$ cat config.mk
export PLATFORM = sky130hd
export DESIGN_NAME = reg_write_arbiter
export DESIGN_NICKNAME = d
export VERILOG_FILES = /design/src/rtl/reg_write_arb_pkg.sv /design/src/rtl/reg_write_arbiter_wb_slot.sv /design/src/rtl/reg_write_arbiter.sv
export SDC_FILE = /design/constraint.sdc
export NUM_CORES = 1
export LEC_CHECK = 0
export BUFFER_PORTS_ARGS = -buffer_cell sky130_fd_sc_hd__buf_4
export CAP_MARGIN = 20
export CORE_MARGIN = 2
export CORE_UTILIZATION = 50
export CTS_CLUSTER_SIZE = 10
export DETAILED_ROUTE_END_ITERATION = 16
export PLACE_DENSITY = 0.82
export SLEW_MARGIN = 20
export SYNTH_ARGS = -nofsm -noshare
export SYNTH_HDL_FRONTEND = slang
export SYNTH_SLANG_ARGS = --single-unit
$ cat constraint.sdc
create_clock -name clk -period 5.29 [get_ports clk]
set_clock_uncertainty 0.2 [all_clocks]
set_input_delay 1.3225 -clock clk [delete_from_list [all_inputs] [get_ports clk]]
set_output_delay 1.3225 -clock clk [all_outputs]
set_load 0.05 [all_outputs]
$ cat src/rtl/reg_write_arb_pkg.sv
// Shared types for the register-file write-port arbiter: register address,
// the r15 (PC) address constant, the holding-slot record and the grant code.
package reg_write_arb_pkg;

    typedef logic [3:0] reg_addr_t;

    // r15 is the PC; the register file itself only stores r0-r14.
    localparam reg_addr_t PC_ADDR = 4'hF;

    // Width of the data field carried in a slot. The top-level DATA_WIDTH
    // is cast into and out of this field.
    localparam int WB_DATA_WIDTH = 32;

    typedef struct packed {
        logic                     full;
        reg_addr_t                addr;
        logic [WB_DATA_WIDTH-1:0] data;
    } wb_slot_t;

    typedef enum logic [1:0] {
        GRANT_NONE = 2'd0,
        GRANT_A    = 2'd1,
        GRANT_B    = 2'd2
    } grant_t;

endpackage

$ cat src/rtl/reg_write_arbiter_wb_slot.sv
// One-entry writeback holding slot. Accepts a request on valid&&ready,
// empties when granted, and can be refilled in the same cycle it is granted.
module wb_slot
    import reg_write_arb_pkg::*;
#(
    parameter int DATA_WIDTH = 32
) (
    input  logic                  clk,
    input  logic                  reset,
    input  logic                  valid_i,
    input  reg_addr_t             addr_i,
    input  logic [DATA_WIDTH-1:0] data_i,
    input  logic                  grant_i,
    output logic                  ready_o,
    output logic                  load_o,
    output wb_slot_t              slot_o
);

    wb_slot_t slot_q;
    wb_slot_t slot_d;

    // Ready depends only on slot state and this cycle's grant, never on valid.
    assign ready_o = !slot_q.full || grant_i;
    assign load_o  = valid_i && ready_o;
    assign slot_o  = slot_q;

    // Next slot contents: a load wins over the grant-driven drain.
    always_comb begin
        // NOTE: every combinationally assigned signal gets a default first so no latch is inferred.
        slot_d = slot_q;
        if (load_o) begin
            slot_d.full = 1'b1;
            slot_d.addr = addr_i;
            slot_d.data = WB_DATA_WIDTH'(data_i);
        end else if (grant_i) begin
            slot_d.full = 1'b0;
        end
    end

    // Slot register; reset discards any pending entry.
    always_ff @(posedge clk or posedge reset) begin
        // NOTE: sequential state uses non-blocking assignments so all registers update together.
        if (reset) begin
            slot_q <= '0;
        end else begin
            slot_q <= slot_d;
        end
    end

endmodule

$ cat src/rtl/reg_write_arbiter.sv
// Register-file write-port arbiter between the execute stage (A) and the
// memory/load stage (B). Priority: single full slot, then oldest entry on a
// same-address collision, then A when it has starved, otherwise B. Writes to
// r15 go to the PC-write outputs instead of the register file.
// Optional feature macro: REG_WRITE_ARB_PENDING_EN (drives pending_mask;
// when undefined the port is tied to zero).
module reg_write_arbiter
    import reg_write_arb_pkg::*;
#(
    parameter int DATA_WIDTH   = 32,
    parameter int STARVE_LIMIT = 4
) (
    input  logic                  clk,
    input  logic                  reset,
    input  logic                  a_valid,
    output logic                  a_ready,
    input  logic [3:0]            a_addr,
    input  logic [DATA_WIDTH-1:0] a_data,
    input  logic                  b_valid,
    output logic                  b_ready,
    input  logic [3:0]            b_addr,
    input  logic [DATA_WIDTH-1:0] b_data,
    output logic                  write_enable3,
    output logic [3:0]            write_addr3,
    output logic [DATA_WIDTH-1:0] write_data3,
    output logic                  pc_write_enable,
    output logic [DATA_WIDTH-1:0] pc_write_data,
    output logic [15:0]           pending_mask
);

    wb_slot_t   slot_a;
    wb_slot_t   slot_b;
    wb_slot_t   sel;
    grant_t     grant;
    logic       a_load;
    logic       b_load;
    logic [3:0] starve_q;
    logic [3:0] starve_d;
    logic       a_older_q;   // 1: A holds the older entry; cleared means B is older
    logic       a_older_d;

    wb_slot #(.DATA_WIDTH(DATA_WIDTH)) u_slot_a (
        .clk     (clk),
        .reset   (reset),
        .valid_i (a_valid),
        .addr_i  (a_addr),
        .data_i  (a_data),
        .grant_i (grant == GRANT_A),
        .ready_o (a_ready),
        .load_o  (a_load),
        .slot_o  (slot_a)
    );

    wb_slot #(.DATA_WIDTH(DATA_WIDTH)) u_slot_b (
        .clk     (clk),
        .reset   (reset),
        .valid_i (b_valid),
        .addr_i  (b_addr),
        .data_i  (b_data),
        .grant_i (grant == GRANT_B),
        .ready_o (b_ready),
        .load_o  (b_load),
        .slot_o  (slot_b)
    );

    // Pick at most one slot to drain this cycle.
    always_comb begin
        grant = GRANT_NONE;
        if (slot_a.full && !slot_b.full) begin
            grant = GRANT_A;
        end else if (!slot_a.full && slot_b.full) begin
            grant = GRANT_B;
        end else if (slot_a.full && slot_b.full) begin
            if (slot_a.addr == slot_b.addr) begin
                grant = a_older_q ? GRANT_A : GRANT_B;
            end else if (starve_q >= 4'(STARVE_LIMIT)) begin
                grant = GRANT_A;
            end else begin
                grant = GRANT_B;
            end
        end
    end

    // Route the granted entry to the register file or, for r15, to the PC.
    always_comb begin
        sel             = (grant == GRANT_A) ? slot_a : slot_b;
        write_enable3   = 1'b0;
        write_addr3     = '0;
        write_data3     = '0;
        pc_write_enable = 1'b0;
        pc_write_data   = '0;
        if (grant != GRANT_NONE) begin
            if (sel.addr == PC_ADDR) begin
                pc_write_enable = 1'b1;
                pc_write_data   = DATA_WIDTH'(sel.data);
            end else begin
                write_enable3 = 1'b1;
                write_addr3   = sel.addr;
                write_data3   = DATA_WIDTH'(sel.data);
            end
        end
    end

    // Starvation count and relative age of the two entries.
    always_comb begin
        if (!slot_a.full || grant == GRANT_A) begin
            starve_d = 4'd0;
        end else if (starve_q == 4'hF) begin
            starve_d = starve_q;
        end else begin
            starve_d = starve_q + 4'd1;
        end
        // The slot loaded most recently is the younger one; a simultaneous
        // load of both leaves B as the older entry.
        if (b_load && !a_load) begin
            a_older_d = 1'b1;
        end else if (a_load) begin
            a_older_d = 1'b0;
        end else begin
            a_older_d = a_older_q;
        end
    end

    // Arbitration state registers.
    always_ff @(posedge clk or posedge reset) begin
        if (reset) begin
            starve_q  <= 4'd0;
            a_older_q <= 1'b0;
        end else begin
            starve_q  <= starve_d;
            a_older_q <= a_older_d;
        end
    end

`ifdef REG_WRITE_ARB_PENDING_EN
    // In-flight destination registers, as held before this cycle's grant.
    always_comb begin
        pending_mask = 16'h0000;
        if (slot_a.full) pending_mask[slot_a.addr] = 1'b1;
        if (slot_b.full) pending_mask[slot_b.addr] = 1'b1;
    end
`else
    assign pending_mask = 16'h0000;
`endif

endmodule

After elaboration in Yosys (flattened, before gate mapping)

Cells that the tools add are included.

Bits in registers: 79
Latch bits: 0
Bits in writable memories: 0
ROM bits: 0
Input bits: 76
Output and inout port bits: 88
Memories kept: 0

$add $sub $neg: 1
$mul: 0
Divide/modulo/power cells: 0
$lt $le $gt $ge: 1
Equality and inequality tests: 6
Shift-type cells: 0
Mux-type cells: 25
Bitwise operators: 0
Reduce and logical (&&, ||, !) cells: 15

Operators with widths:

| cell                | number |
|---|---|
| $mux 32             | 4 |
| $mux 36             | 1 |
| $mux 4              | 4 |
| $mux 2              | 6 |
| $mux 1              | 10 |
| $eq 4x4->1 const B  | 2 |
| $reduce_bool 2->1   | 4 |
| $logic_and 1x1->1   | 6 |
| $add 4x1->4 const B | 1 |
| $eq 4x4->1          | 1 |
| $ge 4x3->1 const B  | 1 |
| $logic_not 1->1     | 3 |
| $eq 2x1->1 const B  | 1 |
| $eq 2x2->1 const B  | 1 |
| $logic_or 1x1->1    | 2 |
| $ne 2x1->1 const B  | 1 |

Depth between registers and ports, before layout

Gate-level depths: netlist (run 1).

Word-level depth: 12
Gate-level depth with buffers: 7
Gate-level depth less buffers: 5

Hierarchy

From an unflattened synthesis (run 1), not the netlist that was laid out.

Cells, all modules: 384
Area total of the unflattened synthesis: 4466.8 µm²

Modules (own cells, without submodules):

| module            | instances | cells each | area each (µm²) | sequential area each (µm²) |
|---|---|---|---|---|
| wb_slot           | 2         | 81         | 1512.7          | 925.9 |
| reg_write_arbiter | 1         | 222        | 1441.4          | 125.1 |

Worst setup path before layout (run 1)

OpenSTA, ideal clock, no wires.

Path kind: register to output
Start point: reg starve_q[2]
End point: out write_data3[10]
Arrival: 2085 ps
Slack: 1682 ps
Cell stages (with the launch flop): 8
Path through: dfrtp_1 -> or3b_1 -> a41o_1 -> o21ai_4 -> a31o_2 -> buf_4 -> buf_2 -> a22o_1

Cells in the longest elaborated chain, start to end: 11
Elaborated cells on any way between the ends: 12
Classes of those cells: 1 x order compare; 2 x eq/ne; 8 x mux; 1 x reduce/logical

RTL lines:

| element                  | RTL line                 | source |
|---|---|---|
| start: declaration       | reg_write_arbiter.sv:37  | `logic [3:0] starve_q;` |
| start signal: assignment | reg_write_arbiter.sv:130 | `starve_q <= starve_d;` |
| $ge 4x3->1 (*)           | reg_write_arbiter.sv:76  | `end else if (starve_q >= 4'(STARVE_LIMIT)) begin` |
| $mux 2 (*)               | reg_write_arbiter.sv:76  |  |
| $mux 2 (*)               | reg_write_arbiter.sv:74  | `if (slot_a.addr == slot_b.addr) begin` |
| $mux 2 (*)               | reg_write_arbiter.sv:73  | `end else if (slot_a.full && slot_b.full) begin` |
| $mux 2 (*)               | reg_write_arbiter.sv:71  | `end else if (!slot_a.full && slot_b.full) begin` |
| $mux 2 (*)               | reg_write_arbiter.sv:69  | `if (slot_a.full && !slot_b.full) begin` |
| $eq 2x1->1               | reg_write_arbiter.sv:86  | `sel = (grant == GRANT_A) ? slot_a : slot_b;` |
| $mux 36                  | reg_write_arbiter.sv:86  |  |
| $eq 4x4->1               | reg_write_arbiter.sv:93  | `if (sel.addr == PC_ADDR) begin` |
| $mux 32                  | reg_write_arbiter.sv:93  |  |
| $mux 32 (*)              | reg_write_arbiter.sv:92  | `if (grant != GRANT_NONE) begin` |
| end: declaration         | reg_write_arbiter.sv:25  | `output logic [DATA_WIDTH-1:0] write_data3,` |

Every way passes the cells marked *; elsewhere a longest branch is shown, timed or not.

Worst setup path after layout (run 1)

Start point: reg u_slot_b.slot_q (netlist bit u_slot_b.slot_o[32])
End point: out write_data3[12]

Cells in the longest elaborated chain, start to end: 10
Elaborated cells on any way between the ends: 11
Classes of those cells: 3 x eq/ne; 7 x mux; 1 x reduce/logical

RTL lines:

| element                  | RTL line                        | source |
|---|---|---|
| start: declaration       | reg_write_arbiter_wb_slot.sv:19 | `wb_slot_t slot_q;` |
| start signal: assignment | reg_write_arbiter_wb_slot.sv:46 | `slot_q <= slot_d;` |
| $eq 4x4->1               | reg_write_arbiter.sv:74         |  |
| $mux 2                   | reg_write_arbiter.sv:74         |  |
| $mux 2                   | reg_write_arbiter.sv:73         |  |
| $mux 2                   | reg_write_arbiter.sv:71         |  |
| $mux 2                   | reg_write_arbiter.sv:69         |  |
| $eq 2x1->1               | reg_write_arbiter.sv:86         |  |
| $mux 36                  | reg_write_arbiter.sv:86         |  |
| $eq 4x4->1               | reg_write_arbiter.sv:93         |  |
| $mux 32                  | reg_write_arbiter.sv:93         |  |
| $mux 32 (*)              | reg_write_arbiter.sv:92         |  |

Marks and branches as above.

==> metrics.md, run 1 <==
| Metric | Value |
|---|---|
| Post-DP HPWL | 7060 um |
| Tmin final | 4500 ps |
| Crit path kind | flip-flop to output pin |
| DP Cell Count | 540 |
| Overall power | 4.15 mW |
| Vias per cell | 5.57 |
| Max VDD drop | 417 uV |
| Largest family of logic cells by synthesized area | multiplexers |
| Global route overflow | 0 |
| Post-synth cell types | 34 |
| WL final | 10,200 um |
| Sequential-to-total area share from yosys stat | 47.0% |
| Die ar. | 9170 um2 |
| Crit Path Max Fanout | 37 |
| PwrDens | 761 nW/um2 |
| Largest net degree at the start of global routing | 44 |
| Core ar. | 8180 um2 |
| CP Launch Type | flip-flop |
| Most frequent cell after synthesis | dfrtp_1 |
| Mapped Area | 4210 um2 |
| Cells after Synth | 305 |
| Reg-to-reg setup timing slack | 2360 ps |
| Layout cells sized above 1 | 55.0% |
| WP data arrival | 2970 ps |
| CP endpoint kind | output pin |
| Initial core utilization | 51.5% |
| Adder-cell share of the synthesized area | 0.297% |
| Synth cell count leaders | 79 x dfrtp_1, 68 x a22o_1, 59 x mux2_4, 19 x buf_4, 13 x mux2_2 |
| Leakage power total | 2.75 nW |
| Residual DRC count | 0 |
| Worst-Margin Slew | 857 ps |
| # rows | 33 |
| Worst Hold Class | flip-flop to flip-flop |
| Area contributors post-synth | dfrtp_1 47%, mux2_4 21%, a22o_1 14% |
| Die width | 95.8 um |
| DR WL/cell | 18.3 um |
| Global-route wire length before repair | 15,900 um |
| Vias | 3,098 |
| Max-slew headroom | 42.9% |
| Proportion of synthesized area in mux cells | 24.8% |
| Xor/xnor share of the synthesized area | 1.04% |
| Boundary pin count | 164 |
| Initial antenna violation count | 0 |
| Final hold violation count | 0 |
| Total Neg Setup Slack | 0 ps |
| DIE HEIGHT | 95.8 um |
| Clock Sinks | 79 |
| Fin nets | 523 |
| Async SR Flop Fraction | 100% |
| Routability cong. | 0.809 |
| Worst EP required | 3770 ps |
| Max_cap viols | 0 |
| P&R area growth vs syn | 29.5% |
| Number of global-route vias before repair | 3,177 |
| RSZ-0062 raised after global routing | no |
| Compound-gate portion of the synthesized area | 16.1% |
| Number of diodes | 0 |
| Clock root buffer | clkbuf_8 |
| Synth warn | 0 |
| Max Fclk | 0.222 GHz |
| DR iter-0 viols | 84 |
| Post_cts resized | 0 |
| TritonCTS Buffers | 9 |
| DR pass1 iterations | 4 |
| Outcome | completed |
| Max Transition Viols Final | 0 |
| Ys flop type | dfrtp_1 |
| Area share of the largest cell type after synthesis | 47.0% |
| CTS tree | yes |
| Post-CTS Setup Bufs | 0 |
| PnR worst setup slack | 795 ps |
| Place WS | 1260 ps |
| FF+latch count, synth | 79 |
| Simple-gate share of the synthesized area | 4.22% |
| CTS max path bufs | 2 |
| H-Tree Depth | 3 |
| PortBufs | 147 |
| Hold-fix buffers, CTS | 0 |
| Area leader, netlist | dfrtp_1 |
| Final cell count without fillers | 556 |
| Avg Cell Area, Syn | 13.8 um2 |
| Clock transition at path regs | 80 ps |
| Setup-failing EPs final | 0 |
| Period utilization | 85.0% |
| Post-synth EDFFs | 0 |
| Clk Latency, worst-skew pair | 340 ps |
| GRT Util Overall | 22.7% |
| Antenna Nets Post-Route | 0 |
## flip-flops by register name (all words and copies together), names as in the netlist
register         cells
starve_q             4
a_older_q            1
u_slot_a.slot_o     37
u_slot_b.slot_o     37
## layer usage
layer / share of wire [%] / global-route usage, %
met3: 7.1 / 4.07
met5: 0 / 0
met4: 1.4 / 7.74
met2: 51 / 39.9
met1: 41 / 28.1
## cells in the final DEF (no fill, tap or decap), types with 2 or more instances in the layout
cell type,count
clkinv_4,2
mux2_2,13
nand2_1,5
mux2_4,59
nor2_1,8
conb_1,16
nand4_1,3
nor3_1,3
clkbuf_8,9
clkbuf_1,2
nand2b_1,2
buf_4,152
clkinv_2,3
nand3_1,2
dfrtp_1,79
a22o_1,68
xnor2_1,5
or2_2,2
## area by class of cell
class | count | area (um2)
Fill cell | 621 | 2730
Sequential cell | 79 | 1980
Timing Repair Buffer | 152 | 1140
Clock inverter | 5 | 35.0
Inverter | 1 | 5.00
Multi-Input combinational cell | 203 | 2030
Clock buffer | 11 | 131
Tap cell | 105 | 131
## power by group
part,internal (mW),total [mW],switching (mW)
Clock,0.171,0.381,0.210
Combinational,1.02,2.66,1.64
Sequential,0.862,1.11,0.245
Total,2.05,4.15,2.10
## path summary, 6_finish.rpt
path / from / endpoint / depth (start not counted)
worst min register to register: u_slot_a.slot_o[26] / u_slot_a.slot_o[26] / 1
worst min-delay path: u_slot_a.slot_o[26] / u_slot_a.slot_o[26] / 1
max in group asynchronous: reset / u_slot_a.slot_o[4] / 3
worst max register to register: u_slot_b.slot_o[32] / u_slot_a.slot_o[26] / 6
min in group asynchronous: reset / u_slot_b.slot_o[10] / 2
worst max-delay path: u_slot_b.slot_o[32] / write_data3[12] / 6
## logic make-up (layout without fill, tap and decap cells)
| family | Yosys count | in the layout |
|---|---|---|
| simple gates | 32 | 32 |
| compound gates | 76 | 76 |
| other cells | 1 | 16 |
| flops | 79 | 79 |
| buf+inv | 38 | 169 |
| fa+ha+maj | 1 | 1 |
| mux | 73 | 73 |
| xor+xnor | 5 | 5 |
## worst max-delay path: stages, from the launching register on
cell and delay [ps]:
dfrtp_1 430, xnor2_1 270, nand4_1 320, o21ai_4 360
a31o_2 770, a22o_1 270, buf_4 210
## per-stage QoR
step	cell area, um2	hold slack, ps	util [%]
2_1_floorplan	4270	298	-
3_3_place_gp	5280	315	64.6
3_5_place_dp	5280	321	64.6
4_1_cts	5450	340	66.7
5_1_grt	5450	361	66.7
6_report	5450	344	66.7
Power figures use the tool's default switching activity.
==> run 2: changes to the inputs <==
- CORE_UTILIZATION: 50 -> 49
- PLACE_DENSITY: 0.82 -> 0.8
- clock period: 5.29 -> 4.4 ns (I/O delays scaled with it)
==> run 2 against run 1 <==
Compared with the run above: hold slack lost 6.0 ps; first-iteration DRC count shrank 9.5%; register-to-register slack lost 790 ps; sequential share of layout area shrank 0.58 points; global-route usage shrank 1.1 points.
==> metrics.md, run 2 (synthesized netlist as in run 1, its figures left out) <==
| Metric | Value |
|---|---|
| CP Launch Type | flip-flop |
| CP endpoint kind | output pin |
| GRT Util Overall | 21.6% |
| PortBufs | 147 |
| Max Fclk | 0.240 GHz |
| Final hold violation count | 0 |
| PwrDens | 926 nW/um2 |
| Max Transition Viols Final | 0 |
| Hold Worst Slack | 338 ps |
| Global route overflow | 0 |
| Routability cong. | 0.785 |
| Crit Path Max Fanout | 22 |
| DIE HEIGHT | 96.7 um |
| Layout cells sized above 1 | 55.3% |
| Outcome | completed |
| DP Cell Count | 541 |
| Max VDD drop | 586 uV |
| R2R Path End | u_slot_a.slot_o[31] |
| Worst-Margin Slew | 918 ps |
| Post_cts resized | 0 |
| Initial antenna violation count | 0 |
| Hold-fix buffers, CTS | 0 |
| Antenna Nets Post-Route | 0 |
| H-Tree Depth | 3 |
| # rows | 33 |
| Die width | 96.7 um |
| Critical path cell sequence | xnor2_1 -> a41o_1 -> o21ai_4 -> nor3b_4 -> buf_4 -> a22o_1 -> buf_4 |
| P&R area growth vs syn | 31.6% |
| CP dominant cell by count | buf_4 |
| Worst EP required | 3100 ps |
| Reg-to-reg setup timing slack | 1570 ps |
| Max-slew headroom | 38.7% |
| Total Neg Setup Slack | 0 ps |
| Worst Hold Class | flip-flop to flip-flop |
| Clock transition at path regs | 70 ps |
| Period utilization | 94.7% |
| CTS tree | yes |
| Final cell count without fillers | 557 |
| Critical Path Sink | write_data3[1] |
| Clock root buffer | clkbuf_8 |
| Fin nets | 524 |
| Clk Latency, worst-skew pair | 340 ps |
| Crit path kind | flip-flop to output pin |
| CP max-delay cell | nor3b_4 |
| Number of diodes | 0 |
| Final Core Density | 67.1% |
| Residual DRC count | 0 |
| Most frequent cells in the layout | 151 x buf_4, 79 x dfrtp_1, 68 x a22o_1, 59 x mux2_4, 16 x conb_1 |
| CTS max path bufs | 2 |
| DR WL/cell | 18.0 um |
| Post-route design area | 5540 um2 |
| Place WS | 595 ps |
| TritonCTS Buffers | 9 |
| Most common cell after layout, fill and taps aside | buf_4 |
| WP data arrival | 2860 ps |
| Vias per cell | 5.50 |
| Tmin final | 4160 ps |
| DR pass1 iterations | 4 |
| R2R cell count | 6 |
| Number of global-route vias before repair | 3,186 |
| Setup-failing EPs final | 0 |
| Largest net degree at the start of global routing | 56 |
| Core ar. | 8260 um2 |
| Area post-placement | 5320 um2 |
| Clock Sinks | 79 |
| Max incr delay on CP | 620 ps |
| Overall power | 5.13 mW |
| Global-route wire length before repair | 16,400 um |
| WL final | 10,000 um |
| Critical R2R Launch | u_slot_b.slot_o[34] |
| Max_cap viols | 0 |
| Leakage power total | 2.79 nW |
| Setup crit start | u_slot_b.slot_o[34] |
| Post-DP HPWL | 7040 um |
| DR iter-0 viols | 76 |
| Die ar. | 9350 um2 |
| Post-CTS Setup Bufs | 0 |
| RSZ-0062 raised after global routing | no |
| Initial core utilization | 51.0% |
| PnR worst setup slack | 235 ps |
| Boundary pin count | 164 |
| Fillers | 616 |
| Vias | 3,062 |
-- run 2: cell types whose count changed in the layout (fill, tap and decap cells not counted), sizes merged --
| cell | previous run | this run |
|---|---|---|
| clkinv | 5 | 3 |
| bufinv | 0 | 2 |
| buf | 152 | 153 |
-- run 2: worst max-delay path: cells and delay by family, from the launching register on --
family	cells	cell delay [ps]
AOI/OAI and AO/OA	3	650
and+or+nand+nor	1	620
buffers and inverters	2	610
DFF	1	430
xor gates and xnor gates	1	220
-- run 2: where the power goes --
group	internal [mW]	total (mW)	switching, mW
Combinational	1.25	3.21	1.96
Clock	0.335	0.590	0.254
Sequential	1.04	1.33	0.295
-- run 2: how the worst min path moves through the flow --
stage | to | slack (ps) | start | cells past startpoint
global placement | u_slot_b.slot_o[3] | 310 | u_slot_b.slot_o[3] | 1
detailed placement | u_slot_b.slot_o[20] | 320 | u_slot_b.slot_o[20] | 1
CTS | u_slot_a.slot_o[31] | 340 | u_slot_a.slot_o[31] | 1
finish | u_slot_a.slot_o[31] | 340 | u_slot_a.slot_o[31] | 1
floorplan | a_older_q | 300 | a_older_q | 2
global route | u_slot_b.slot_o[3] | 350 | u_slot_b.slot_o[3] | 1
-- run 2: area by class of cell --
class	count	area, um2	share of cell area (%)
multi-input cells	203	2030	36.6
flip-flops and latches	79	1980	35.7
clock inverters	5	81.3	1.47
well taps	105	131	2.37
inverters	1	5.00	0.0904
repair buffers	153	1170	21.2
clock buffers	11	141	2.55
-- run 2: metal layers --
layer,share of wire (%),global-route usage [%],up-vias
li1,-,-,1405
met1,43,28.8,1528
met2,50,36.4,123
met3,5.6,4.12,6
met4,0.62,5.42,0
met5,0,0,-
